File: src/rtl/json_number_pkg.sv
// json_number_pkg: shared states, error codes and character helpers for the number builder.
package json_number_pkg;
    typedef enum logic [3:0] {
        S_IDLE, S_SIGN, S_INT_ZERO, S_INT, S_FRAC_FIRST, S_FRAC,
        S_EXP_SIGN, S_EXP_FIRST, S_EXP, S_HOLD
    } state_t;

    typedef enum logic [2:0] {
        ERR_NONE    = 3'd0,
        ERR_GRAMMAR = 3'd1,
        ERR_INT_OVF = 3'd2,
        ERR_EXP_OVF = 3'd3,
        ERR_TRUNC   = 3'd4
    } err_t;

    localparam logic [7:0] CH_MINUS = 8'h2D;
    localparam logic [7:0] CH_PLUS  = 8'h2B;
    localparam logic [7:0] CH_DOT   = 8'h2E;
    localparam logic [7:0] CH_E     = 8'h45;
    localparam logic [7:0] CH_e     = 8'h65;
    localparam logic [7:0] CH_0     = 8'h30;
    localparam logic [7:0] CH_9     = 8'h39;

    function automatic logic is_digit(input logic [7:0] c);
        return (c >= CH_0) && (c <= CH_9);
    endfunction
endpackage

File: src/rtl/decimal_accumulator.sv
// decimal_accumulator: keeps up to MAX_DIGITS decimal digits as a binary value.
// Digits past the limit are dropped and flagged; clear with enable restarts from this digit.
module decimal_accumulator #(
    parameter int WIDTH      = 64,
    parameter int MAX_DIGITS = 19,
    parameter int CNT_W      = 5
) (
    input  logic             clk,
    input  logic             rst_n,
    input  logic             clear,
    input  logic             enable,
    input  logic [3:0]       digit,
    output logic [WIDTH-1:0] value,
    output logic [CNT_W-1:0] count,
    output logic             overflow
);
    logic [WIDTH-1:0] r_value;
    logic [CNT_W-1:0] r_count;
    logic             r_ovf;
    logic [WIDTH-1:0] w_val;
    logic [CNT_W-1:0] w_cnt;
    logic             w_ovf;
    logic             w_take;

    assign w_val  = clear ? '0 : r_value;
    assign w_cnt  = clear ? '0 : r_count;
    assign w_ovf  = clear ? 1'b0 : r_ovf;
    assign w_take = enable && (w_cnt < CNT_W'(MAX_DIGITS));

    always_ff @(posedge clk or negedge rst_n) begin
        if (!rst_n) begin
            r_value <= '0;
            r_count <= '0;
            r_ovf   <= 1'b0;
        end else if (clear || enable) begin
            r_value <= w_take ? (w_val << 3) + (w_val << 1) + {{(WIDTH-4){1'b0}}, digit} : w_val;
            r_count <= w_take ? w_cnt + 1'b1 : w_cnt;
            r_ovf   <= w_ovf || (enable && !w_take);
        end
    end

    assign value    = r_value;
    assign count    = r_count;
    assign overflow = r_ovf;
endmodule

File: src/rtl/json_number_stream_builder.sv
// json_number_stream_builder: validates a JSON number token one character per cycle
// and holds a single integer or float-segment record until downstream takes it.
module json_number_stream_builder
    import json_number_pkg::*;
#(
    parameter int WIDTH      = 64,
    parameter int MAX_DIGITS = 19,
    parameter int CNT_W      = 5
) (
    input  logic             clk,
    input  logic             rst_n,
    input  logic             in_valid,
    output logic             in_ready,
    input  logic [7:0]       in_char,
    input  logic             in_last,
    output logic             out_valid,
    input  logic             out_ready,
    output logic [WIDTH-1:0] tape_entry,
    output logic             is_float,
    output logic [WIDTH-1:0] frac_part,
    output logic [CNT_W-1:0] frac_digits,
    output logic [WIDTH-1:0] exp_part,
    output logic             exp_neg,
    output logic             num_neg,
    output logic             error,
    output logic [2:0]       err_code
);
    localparam logic [WIDTH-1:0] POS_LIM = {1'b0, {(WIDTH-1){1'b1}}};
    localparam logic [WIDTH-1:0] NEG_LIM = {1'b1, {(WIDTH-1){1'b0}}};

    state_t           r_state;
    logic             r_neg, r_eneg, r_flt, r_gram;
    state_t           w_cur, w_nxt;
    logic             w_acc, w_clr, w_g, w_go, w_bad, w_dig, w_e;
    logic             w_int_en, w_frac_en, w_exp_en, w_set_neg, w_set_eneg, w_set_flt;
    logic [WIDTH-1:0] w_int_val, w_exp_val;
    logic [CNT_W-1:0] w_int_cnt, w_exp_cnt;
    logic             w_int_cov, w_frac_cov, w_exp_cov, w_int_ovf, w_exp_ovf;
    err_t             w_err;
    logic             w_unused;

    assign out_valid = r_state == S_HOLD;
    assign in_ready  = !out_valid || out_ready;
    assign w_acc     = in_valid && in_ready;
    assign w_clr     = out_valid && out_ready;
    // A character taken while the record drains is the first character of the next token.
    assign w_cur     = out_valid ? S_IDLE : r_state;
    assign w_g       = r_gram && !out_valid;
    assign w_go      = w_acc && !w_g && !w_bad;
    assign w_dig     = is_digit(in_char);
    assign w_e       = (in_char == CH_E) || (in_char == CH_e);

    always_comb begin
        w_nxt      = w_cur;
        w_bad      = 1'b0;
        w_int_en   = 1'b0;
        w_frac_en  = 1'b0;
        w_exp_en   = 1'b0;
        w_set_neg  = 1'b0;
        w_set_eneg = 1'b0;
        w_set_flt  = 1'b0;
        case (w_cur)
            S_IDLE, S_SIGN: begin
                if (w_cur == S_IDLE && in_char == CH_MINUS) begin
                    w_nxt     = S_SIGN;
                    w_set_neg = 1'b1;
                end else if (in_char == CH_0) w_nxt = S_INT_ZERO;
                else if (w_dig) begin
                    w_nxt    = S_INT;
                    w_int_en = 1'b1;
                end else w_bad = 1'b1;
            end
            S_INT_ZERO, S_INT: begin
                if (w_dig && w_cur == S_INT) w_int_en = 1'b1;
                else if (in_char == CH_DOT) begin
                    w_nxt     = S_FRAC_FIRST;
                    w_set_flt = 1'b1;
                end else if (w_e) begin
                    w_nxt     = S_EXP_SIGN;
                    w_set_flt = 1'b1;
                end else w_bad = 1'b1;
            end
            S_FRAC_FIRST, S_FRAC: begin
                if (w_dig) begin
                    w_nxt     = S_FRAC;
                    w_frac_en = 1'b1;
                end else if (w_e && w_cur == S_FRAC) w_nxt = S_EXP_SIGN;
                else w_bad = 1'b1;
            end
            S_EXP_SIGN: begin
                if (in_char == CH_PLUS || in_char == CH_MINUS) begin
                    w_nxt      = S_EXP_FIRST;
                    w_set_eneg = in_char == CH_MINUS;
                end else if (w_dig) begin
                    w_nxt    = S_EXP;
                    w_exp_en = 1'b1;
                end else w_bad = 1'b1;
            end
            S_EXP_FIRST, S_EXP: begin
                if (w_dig) begin
                    w_nxt    = S_EXP;
                    w_exp_en = 1'b1;
                end else w_bad = 1'b1;
            end
            default: w_bad = 1'b1;
        endcase
    end

    always_ff @(posedge clk or negedge rst_n) begin
        if (!rst_n) begin
            r_state <= S_IDLE;
            r_neg   <= 1'b0;
            r_eneg  <= 1'b0;
            r_flt   <= 1'b0;
            r_gram  <= 1'b0;
        end else begin
            if (w_acc) r_state <= in_last ? S_HOLD : (w_g || w_bad) ? w_cur : w_nxt;
            else if (w_clr) r_state <= S_IDLE;
            r_neg  <= (r_neg && !w_clr) || (w_go && w_set_neg);
            r_eneg <= (r_eneg && !w_clr) || (w_go && w_set_eneg);
            r_flt  <= (r_flt && !w_clr) || (w_go && w_set_flt);
            if (w_acc)
                r_gram <= w_g || w_bad ||
                          (in_last && (w_nxt inside {S_SIGN, S_FRAC_FIRST, S_EXP_SIGN, S_EXP_FIRST}));
            else if (w_clr) r_gram <= 1'b0;
        end
    end

    decimal_accumulator #(.WIDTH(WIDTH), .MAX_DIGITS(MAX_DIGITS), .CNT_W(CNT_W)) u_int (
        .clk(clk), .rst_n(rst_n), .clear(w_clr), .enable(w_go && w_int_en), .digit(in_char[3:0]),
        .value(w_int_val), .count(w_int_cnt), .overflow(w_int_cov)
    );
    decimal_accumulator #(.WIDTH(WIDTH), .MAX_DIGITS(MAX_DIGITS), .CNT_W(CNT_W)) u_frac (
        .clk(clk), .rst_n(rst_n), .clear(w_clr), .enable(w_go && w_frac_en), .digit(in_char[3:0]),
        .value(frac_part), .count(frac_digits), .overflow(w_frac_cov)
    );
    decimal_accumulator #(.WIDTH(WIDTH), .MAX_DIGITS(MAX_DIGITS), .CNT_W(CNT_W)) u_exp (
        .clk(clk), .rst_n(rst_n), .clear(w_clr), .enable(w_go && w_exp_en), .digit(in_char[3:0]),
        .value(w_exp_val), .count(w_exp_cnt), .overflow(w_exp_cov)
    );

    // Range check on the signed result applies to integers; floats carry an unsigned magnitude.
    assign w_int_ovf = w_int_cov || (!r_flt && (r_neg ? w_int_val > NEG_LIM : w_int_val > POS_LIM));
    assign w_exp_ovf = w_exp_cov || (w_exp_val > POS_LIM);
    assign w_err     = r_gram ? ERR_GRAMMAR : w_int_ovf ? ERR_INT_OVF : w_exp_ovf ? ERR_EXP_OVF :
                       w_frac_cov ? ERR_TRUNC : ERR_NONE;

    assign tape_entry = w_int_ovf ? (r_neg ? NEG_LIM : POS_LIM) :
                        (r_neg && !r_flt) ? -w_int_val : w_int_val;
    assign is_float   = r_flt;
    assign exp_part   = w_exp_val;
    assign exp_neg    = r_eneg;
    assign num_neg    = r_neg;
    assign err_code   = w_err;
    assign error      = (w_err != ERR_NONE) && (w_err != ERR_TRUNC);
    assign w_unused   = &{1'b0, w_int_cnt, w_exp_cnt};
endmodule

File: config.mk
export PLATFORM = sky130hd
export DESIGN_NAME = json_number_stream_builder
export DESIGN_NICKNAME = d
export VERILOG_FILES = /design/src/rtl/json_number_pkg.sv /design/src/rtl/decimal_accumulator.sv /design/src/rtl/json_number_stream_builder.sv
export SDC_FILE = /design/constraint.sdc
export NUM_CORES = 1
export LEC_CHECK = 0
export ABC_AREA = 1
export CAP_MARGIN = 5
export CORE_MARGIN = 5
export CORE_UTILIZATION = 55
export CTS_BUF_LIST = sky130_fd_sc_hd__clkbuf_8
export CTS_CLUSTER_SIZE = 14
export DETAILED_ROUTE_END_ITERATION = 16
export GPL_TIMING_DRIVEN = 0
export PLACE_DENSITY = 0.75
export SLEW_MARGIN = 20
export SYNTH_ARGS = -nofsm -noshare
export SYNTH_HDL_FRONTEND = slang
export SYNTH_SLANG_ARGS = --single-unit
File: constraint.sdc
create_clock -name clk -period 4.7 [get_ports clk]
set_input_delay 0.47 -clock clk [delete_from_list [all_inputs] [get_ports clk]]
set_output_delay 0.47 -clock clk [all_outputs]
set_load 0.02 [all_outputs]
; Yosys cells after proc, flatten, opt, wreduce, memory -nomap -nowiden
; Cells that the tools add are included.
[totals]
latch_bits = 0
mem_bits_ro = 0
elab_cells = 188
reg_bits = 218
mem_bits_rw = 0
memories = 0
[classes]
n_eq_ne = 20
muxes = 67
addsub = 10
shifts = 0
reduce_logical = 66
bitwise = 0
div = 0
magnitude_cmp = 8
multipliers = 0
[op_table]
columns = cell, count
row1 = $mux W64, 9
row2 = $add A64 B4 Y64, 3
row3 = $add A64 B64 Y64, 3
row4 = $gt A64 B63 Y1 const B, 2
row5 = $gt A64 B64 Y1 const B, 1
row6 = $neg A64 Y64, 1
row7 = $mux W4, 15
row8 = $eq A8 B6 Y1 const B, 4
row9 = $mux W5, 6
row10 = $mux W1, 29
row11 = $eq A4 B3 Y1 const B, 7
row12 = $logic_and A1 B1 Y1, 28
row13 = $pmux W4 S5, 1
row14 = $eq A8 B7 Y1 const B, 2
row15 = $logic_or A1 B1 Y1, 16
row16 = $add A5 B1 Y5 const B, 3
row17 = $lt A5 B5 Y1 const B, 3
row18 = $mux W3, 4
row19 = $eq A4 B1 Y1 const B, 2
row20 = $eq A4 B2 Y1 const B, 2
row21 = $eq A4 B4 Y1 const B, 2
row22 = $ge A8 B6 Y1 const B, 1
row23 = $le A8 B6 Y1 const B, 1
row24 = $logic_not A1 Y1, 8
row25 = 9 further kinds, 18

; Logic depth before layout (Yosys ltp)
; Gate-level depths: netlist (run 1).
[logic_depth]
word_depth = 14
ltp_mapped = 29
mapped_depth_nobuf = 25

; Cells and area by module
; Synthesis (run 1) repeated with hierarchy kept, for this count alone.
[hier_totals]
cells_unflattened = 5759
hier_area_um2 = 32471.1
[modules_own_cells]
columns = mod, seq_area_each_um2, area_per_inst_um2, cells_each, instances
row1 = decimal_accumulator (u_exp), 1751.7, 9633.0, 1667, 1
row2 = decimal_accumulator (u_int), 1751.7, 9593.0, 1673, 1
row3 = decimal_accumulator (u_frac), 1751.7, 9495.4, 1666, 1
row4 = json_number_stream_builder, 200.2, 3749.8, 753, 1

; Worst setup path before layout (run 1)
; No wires, ideal clock.
[synth_path]
path_type = flip-flop to flip-flop
startpoint = reg r_state[1]
endpoint = reg u_int.r_value[52] (netlist: u_int.value[52])
arrival_ns = 3.749
period_less_slack_ns = 3.866
path_buffers = 4
setup_slack_ns = 0.834
setup_time_ns = 0.117
path_stages_with_launch = 27
cell_sequence = dfrtp_1 -> buf_2 -> inv_2 -> nand2_4 -> nor2_8 -> nand2_4 -> buf_6 -> clkbuf_1 -> clkbuf_1 -> nand2_1 -> inv_1 -> ha_1 -> ha_1 -> inv_1 -> fa_1 -> o21ai_0 -> nand2_1 -> nand2_1 -> nand2_1 -> nand2_1 -> inv_1 -> o21ai_0 -> nand3_1 -> nand3_1 -> nand2_1 -> nand3_1 -> nand2_1
[synth_via]
elab_chain_cells = 12
[synth_lines]
columns = item, line
row1 = start: declaration, json_number_stream_builder.sv:31  ; state_t r_state;
row2 = start signal: assignment, json_number_stream_builder.sv:117  ; if (w_acc) r_state <= in_last ? S_HOLD : (w_g || w_bad) ? w_cur : w_nxt;
row3 = $eq A4 B4 Y1 *, json_number_stream_builder.sv:42  ; assign out_valid = r_state == S_HOLD;
row4 = via out_valid, json_number_stream_builder.sv:16  ; output logic out_valid,
row5 = branches (longest 11 deep; another with $add A64 B64 Y64), --
row6 = end signal: assignment, decimal_accumulator.sv:36  ; r_value <= w_take ? (w_val << 3) + (w_val << 1) + {{(WIDTH-4){1'b0}}, digit} : w_val;
row7 = end: declaration, decimal_accumulator.sv:17  ; logic [WIDTH-1:0] r_value;
; Mark *: on every way through the listed nets, which the timed path passes. The select of a mux whose other input is x is not followed.
; A chain may end at the register's enable or synchronous reset.

; Worst setup path after layout (run 1)
[layout_path]
startpoint = reg r_state[1]
endpoint = reg u_int.r_value[54] (netlist: u_int.value[54])
[layout_via]
elab_chain_cells = 12
[layout_lines]
columns = item
row1 = branches (longest 12 deep; another with $add A64 B64 Y64)
; Parallel ways; which one is timed is not known. The select of a mux whose other input is x is not followed.

==> results of run 1 <==
[stage by stage]
step                      hold WS, ns  setup WS (ns)  area (µm²)
final                           0.346          0.135       32800
after global routing            0.381       -0.00492       32800
after CTS                       0.315         -0.107       32600
after detailed placement        0.402          -1.17       31700
after global placement          0.468          -6.21       31700
after floorplan                 0.174          0.834       28600
[worst paths after layout]
path	start	end	slack [ns]	cells past startpoint
max in group asynchronous	rst_n	r_state[3]	3.47	3
hold / removal	rst_n	u_frac.value[54]	0.35	2
hold reg to reg	u_exp.count[4]	u_exp.count[4]	0.49	2
setup reg to reg	r_state[1]	u_int.value[54]	0.14	24
setup / recovery	r_state[1]	u_int.value[54]	0.14	24
min in group clk	u_exp.count[4]	u_exp.count[4]	0.49	2
[sequential cells by signal, summed over array words and instances (netlist names), 4 cells and up]
register / cells
r_state: 4
u_frac.value: 64
u_int.count: 5
u_exp.value: 64
u_int.value: 64
u_frac.count: 5
u_exp.count: 5
[logic make-up (layout without fill, tap and decap cells)]
kind of cell	after synthesis	after routing	share of synthesized area
AO/OA/AOI/OAI	785	785	0.147
XOR/XNOR	194	194	0.0593
adder cells (fa/ha/maj)	373	373	0.164
buffers and inverters	787	1085	0.109
flip-flops	218	218	0.190
multiplexers	3	3	0.00105
other	0	2	0
AND/OR/NAND/NOR	2292	2292	0.330
[worst register-to-register path, stage by stage (launching register included)]
cell and delay [ns]:
dfrtp_1 0.35, buf_2 0.18, inv_4 0.12, nand2_4 0.09
nor2_8 0.14, nand2_4 0.12, buf_6 0.19, buf_2 0.23
buf_4 0.25, nand2_1 0.12, inv_1 0.08, ha_1 0.28
ha_1 0.17, inv_1 0.06, fa_1 0.42, o21ai_2 0.23
nand2_1 0.07, nand2_1 0.21, a21oi_1 0.19, o21ai_1 0.37
nand2_1 0.18, nand3_1 0.10, nand2_1 0.05, nand3_1 0.13
nand2_1 0.09
[cell usage after synthesis (all sizes together)]
cell type  number  area share
a21boi          6      0.0016
a21o           21      0.0055
a21oi         262       0.046
a22oi           2     0.00052
a31oi          35      0.0076
and2            1     0.00022
and3            9      0.0020
buf            44       0.011
clkbuf         47      0.0062
clkinv          1     0.00017
dfrtp         218        0.19
fa              3      0.0021
ha            370        0.16
inv           695       0.091
mux2i           3      0.0010
nand2        1315        0.17
nand3         247       0.044
nand3b         24      0.0063
nand4          74       0.016
nor2          544       0.073
nor3           57       0.010
nor3b           1     0.00026
nor4            9      0.0020
nor4b           2     0.00061
o211a           1     0.00035
o211ai          9      0.0024
o21a            6      0.0016
o21ai         403       0.071
o21bai         30      0.0079
o22ai           3     0.00066
o31ai           5      0.0018
o41ai           2     0.00061
or2             9      0.0020
xnor2         109       0.033
xor2           85       0.026
[power by group]
group / total (mW) / internal [mW] / leakage (nW) / switching, mW
Sequential: 1.96 / 1.92 / 3.04 / 0.0458
Combinational: 1.47 / 0.453 / 14.4 / 1.02
Clock: 2.02 / 1.10 / 0.504 / 0.917
Total: 5.45 / 3.47 / 17.9 / 1.98
[layer usage]
| layer | up-vias | GRT usage |
|---|---|---|
| met1 | 14700 | 0.470 |
| li1 | 15600 | - |
| met3 | 293 | 0.0624 |
| met2 | 1491 | 0.583 |
| met5 | - | 0 |
| met4 | 0 | 0.199 |
[cells in the final DEF (no fill, tap or decap), types with 9 or more instances in the layout]
cell             count
nand2_1           1302
inv_1              698
nor2_1             536
ha_1               370
o21ai_0            265
a21oi_1            259
nand3_1            243
dfrtp_1            217
clkdlybuf4s50_1    214
o21ai_1            133
xnor2_1            109
xor2_1              85
nand4_1             74
nor3_1              57
clkbuf_8            55
a31oi_1             35
o21bai_1            29
buf_2               25
clkbuf_1            25
nand3b_1            24
a21o_1              21
buf_6               15
clkbuf_2            14
nand2_2             10
inv_2               10
nor4_1               9
o211ai_1             9
or2_2                9
and3_1               9
[layout make-up]
cell class | count | area [µm²] | share of cell area
multi-input cells | 3647 | 20200 | 0.615
flip-flops and latches | 218 | 5460 | 0.167
well taps | 680 | 851 | 0.0260
inverters | 696 | 2620 | 0.0798
clock buffers | 55 | 757 | 0.0231
plain buffers | 91 | 541 | 0.0165
repair buffers | 222 | 2260 | 0.0690
diodes | 2 | 5.00 | 0.000153
clock inverters | 21 | 115 | 0.00351
[timing repair]
action	in CTS	in global routing
resized for setup	20	64
hold buffers	1	0
endpoints found under the hold margin	49	0
endpoints found under the setup margin	136	155
gates cloned	0	0
pin swaps	0	1
buffers inserted	0	2
==> flow_summary.json, run 1 <==
{
  "maxSlewHeadroom": 0.528,
  "core_area_um2": 51500,
  "path_class": "reg2reg",
  "drt-vias-per-instance": 5.70,
  "placed_cells": 5551,
  "first_global_vias": 30500,
  "min_period_over_period": 0.971,
  "antenna_found_initial": 2,
  "num_vias": 32100,
  "wl_met3_um": 9330,
  "rsz0062_at_grt": "true",
  "ys_ff_latch": 218,
  "start_util": 0.556,
  "cts_buffer_depth": 3,
  "crit_path_end_kind": "flip-flop",
  "nNetsFinal": 5305,
  "ys_types": 49,
  "max_stage_delay_ns": 0.42,
  "clock_latency_ns": 0.63,
  "cts_tree": "built",
  "period_needed_ns": 4.56,
  "h-tree-depth": 2,
  "syn_avg_cell_area_um2": 6.16,
  "drt-wirelength-per-cell_um": 19.0,
  "io_buffers": 217,
  "timing.fmax_mhz": 219,
  "gp_congestion": 1.13,
  "final-setup-viol-count": 0,
  "synth_nets": 5038,
  "tns_ns": 0,
  "drc": 0,
  "cp_max_fo": 10,
  "num_rows": 83,
  "nFillCells": 5088,
  "worstMarginPinSlew_ns": 0.709,
  "die-area_um2": 56700,
  "grt_pass1_wl_um": 166000,
  "slew_viol_final": 0,
  "die_h_um": 238,
  "total_leakage_power_nw": 17.9,
  "synthesis.area_um2": 28600,
  "hp-class": "in2async",
  "finalPower_mw": 5.45,
  "root_buffer": "clkbuf_8",
  "ios": 219,
  "path_buf_inv": 7,
  "drive_gt1_frac": 0.0380,
  "route.met2.wl_um": 46900,
  "hpwl_um": 89600,
  "cp.arrival_ns": 5.03,
  "vdd_ir_drop_max_v": 0.000245,
  "crit_slowest_cell": "fa_1",
  "status": "complete, no violations",
  "drt_iter0_drc": 3204,
  "die_w_um": 238,
  "wl_um": 107000,
  "grt_use_total": 0.365,
  "cp.required_ns": 5.17,
  "final_cells": 5632,
  "overflow": 0,
  "start_kind": "flip-flop",
  "drtPass1Iterations": 8,
  "hold_violations": 0,
  "syn_to_final_growth_pct": 14.4,
  "path_cells": "buf_2 > inv_4 > nand2_4 > nor2_8 > nand2_4 > buf_6 > buf_2 > buf_4 > nand2_1 > inv_1 > ha_1 > ha_1 > inv_1 > fa_1 > o21ai_2 > nand2_1 > nand2_1 > a21oi_1 > o21ai_1 > nand2_1 > nand3_1 > nand2_1 > nand3_1 > nand2_1",
  "yosysWarnings": 0,
  "top_layer_used": "met4",
  "antenna_left": 0,
  "seq_area_frac_synth": 0.190,
  "drv_cap": 0,
  "numCtsBuffers": 43,
  "critPathTopFamily": "simple AND/OR/NAND/NOR gates",
  "clock-sinks": 218,
  "fin_util": 0.636,
  "synth_cells": 4652,
  "p_per_area_nw_per_um2": 166,
  "wirelength_met1_um": 43700,
  "skew_ns": 0.0449,
  "clkTransAtPathRegs_ns": 0.06,
  "grt_start_max_net_pins": 92,
  "cp_common_cell": "nand2_1"
}
Power figures use the tool's default switching activity.
==> run 2: changes to the inputs <==
- RECOVER_POWER: unset -> 100
==> run 2 against run 1 <==
- global-route usage did not move
- highest routed layer unchanged
- critical path type unchanged
- largest power group unchanged
- the run now ends with capacitance limit, slew limit left
- hold slack improved by 0.15 ns
- non-clock buffer count did not move
- total power fell by 0.74%
- sequential share of layout area rose by 0.064 points
- critical path depth did not move
- fmax barely moved
==> flow_summary.json, run 2 (synthesis gave the netlist of run 1 again) <==
{
  "status": "finished, violations left",
  "violations": "capacitance limit, slew limit",
  "r2r_start": "r_state[1]",
  "num_rows": 83,
  "min_period_over_period": 0.972,
  "final_common_cell": "nand2_1",
  "start_util": 0.556,
  "cp.required_ns": 5.18,
  "antenna_left": 0,
  "crit_slowest_cell": "fa_1",
  "met3_usage": 0.0624,
  "numCtsBuffers": 43,
  "die_w_um": 238,
  "max_stage_delay_ns": 0.42,
  "cp_max_fo": 10,
  "fin_util": 0.634,
  "vdd_ir_drop_max_v": 0.000236,
  "multi_input_area_um2": 20100,
  "core_area_um2": 51500,
  "regArea_um2": 5460,
  "drv_cap": 1,
  "io_buffers": 217,
  "layout_common_cells": "nand2_1, inv_1, nor2_1",
  "drt-wirelength-per-cell_um": 19.0,
  "use_met2": 0.583,
  "clock-sinks": 218,
  "final-setup-viol-count": 0,
  "worstMarginPinSlew_ns": 2.87,
  "syn_to_final_growth_pct": 13.9,
  "drt-vias-per-instance": 5.69,
  "clock_latency_ns": 0.64,
  "first_global_vias": 30500,
  "die-area_um2": 56700,
  "nFillCells": 5109,
  "drc": 0,
  "path_buf_inv": 7,
  "clkTransAtPathRegs_ns": 0.06,
  "crit_start": "r_state[1]",
  "period_needed_ns": 4.57,
  "ios": 219,
  "start_kind": "flip-flop",
  "rsz0062_at_grt": "true",
  "skew_ns": 0.0413,
  "maxSlewHeadroom": -0.911,
  "hpwl_um": 89600,
  "path_class": "reg2reg",
  "p_per_area_nw_per_um2": 166,
  "overflow": 0,
  "hp-start": "u_exp.count[4]",
  "num_vias": 32000,
  "crit_path_end_kind": "flip-flop",
  "cts_buffer_depth": 3,
  "drive_gt1_frac": 0.0343,
  "gp_congestion": 1.13,
  "hp-class": "reg2reg",
  "grt_pass1_wl_um": 166000,
  "die_h_um": 238,
  "drtPass1Iterations": 6,
  "grt_start_max_net_pins": 92,
  "drt_iter0_drc": 3285,
  "tns_ns": 0,
  "total_leakage_power_nw": 18.3,
  "hold_violations": 0,
  "antenna_found_initial": 2,
  "timing.fmax_mhz": 219,
  "cp_common_cell": "nand2_1",
  "use_met1": 0.470,
  "wl_um": 107000,
  "cts_tree": "built",
  "top_usage_layer": "met2",
  "path_cells": "buf_2 > inv_4 > nand2_4 > nor2_8 > nand2_4 > buf_6 > buf_2 > buf_4 > nand2_1 > inv_1 > ha_1 > ha_1 > inv_1 > fa_1 > o21ai_2 > nand2_1 > nand2_1 > a21oi_1 > o21ai_1 > nand2_1 > nand3_1 > nand2_1 > nand3_1 > nand2_1",
  "cp.arrival_ns": 5.05,
  "h-tree-depth": 2,
  "grt_use_total": 0.365,
  "root_buffer": "clkbuf_8",
  "critPathTopFamily": "simple AND/OR/NAND/NOR gates",
  "nNetsFinal": 5305,
  "slew_viol_final": 51
}
-- run 2: per-stage QoR --
| step | instances | power [mW] | area, µm² | hold WS [ns] | worst slack (ns) |
|---|---|---|---|---|---|
| 2_1_floorplan | 4652 | 2.85 | 28600 | 0.174 | 0.834 |
| 3_3_place_gp | 5549 | 3.40 | 31700 | 0.468 | -6.21 |
| 3_5_place_dp | 5551 | 3.41 | 31700 | 0.402 | -1.17 |
| 4_1_cts | 5628 | 5.46 | 32600 | 0.315 | -0.107 |
| 5_1_grt | 5631 | 5.66 | 32600 | 0.499 | -0.00495 |
| 6_report | 5632 | 5.41 | 32600 | 0.491 | 0.132 |
-- run 2: layout make-up --
class,instances,share of cell area
antenna,2,0.000153
clock buffer,55,0.0232
inverter,696,0.0802
clock inverter,21,0.00353
tap,680,0.0261
timing repair buffer,222,0.0683
multi-input combinational,3647,0.616
sequential,218,0.167
buffer,91,0.0151
-- run 2: final timing paths --
path / to / slack (ns) / cells after the start
worst max-delay path: u_int.value[54] / 0.13 / 24
worst min-delay path: u_exp.count[4] / 0.49 / 2
worst max register to register: u_int.value[54] / 0.13 / 24
worst min register to register: u_exp.count[4] / 0.49 / 2
max in group asynchronous: u_int.value[37] / 0.87 / 3
min in group asynchronous: u_frac.value[54] / 1.31 / 2
-- run 2: worst reg2reg max path: cells and delay by family (launching register included) --
family | cells | cell delay (ns)
compound gates | 3 | 0.78
buf+inv | 7 | 1.12
fa+ha+maj | 3 | 0.87
simple gates | 11 | 1.29
flops | 1 | 0.35
-- run 2: power breakdown --
group | internal, mW | switching (mW) | leakage (nW)
Sequential | 1.92 | 0.0440 | 3.04
Clock | 1.10 | 0.921 | 0.504
Combinational | 0.430 | 0.997 | 14.8
-- run 2: routing by layer --
layer	wire [µm]	part of all wire
met1	43800	0.41
met2	46800	0.44
met3	9360	0.087
met4	7290	0.068
met5	0	0
-- run 2: what timing repair did --
item / 4_1_cts / 5_1_grt
endpoints found under the hold margin: 49 / 0
gates cloned: 0 / 0
endpoints found under the setup margin: 136 / 155
buffers inserted: 0 / 2
hold buffers: 1 / 0
pin swaps: 0 / 1
gates resized for setup: 20 / 64
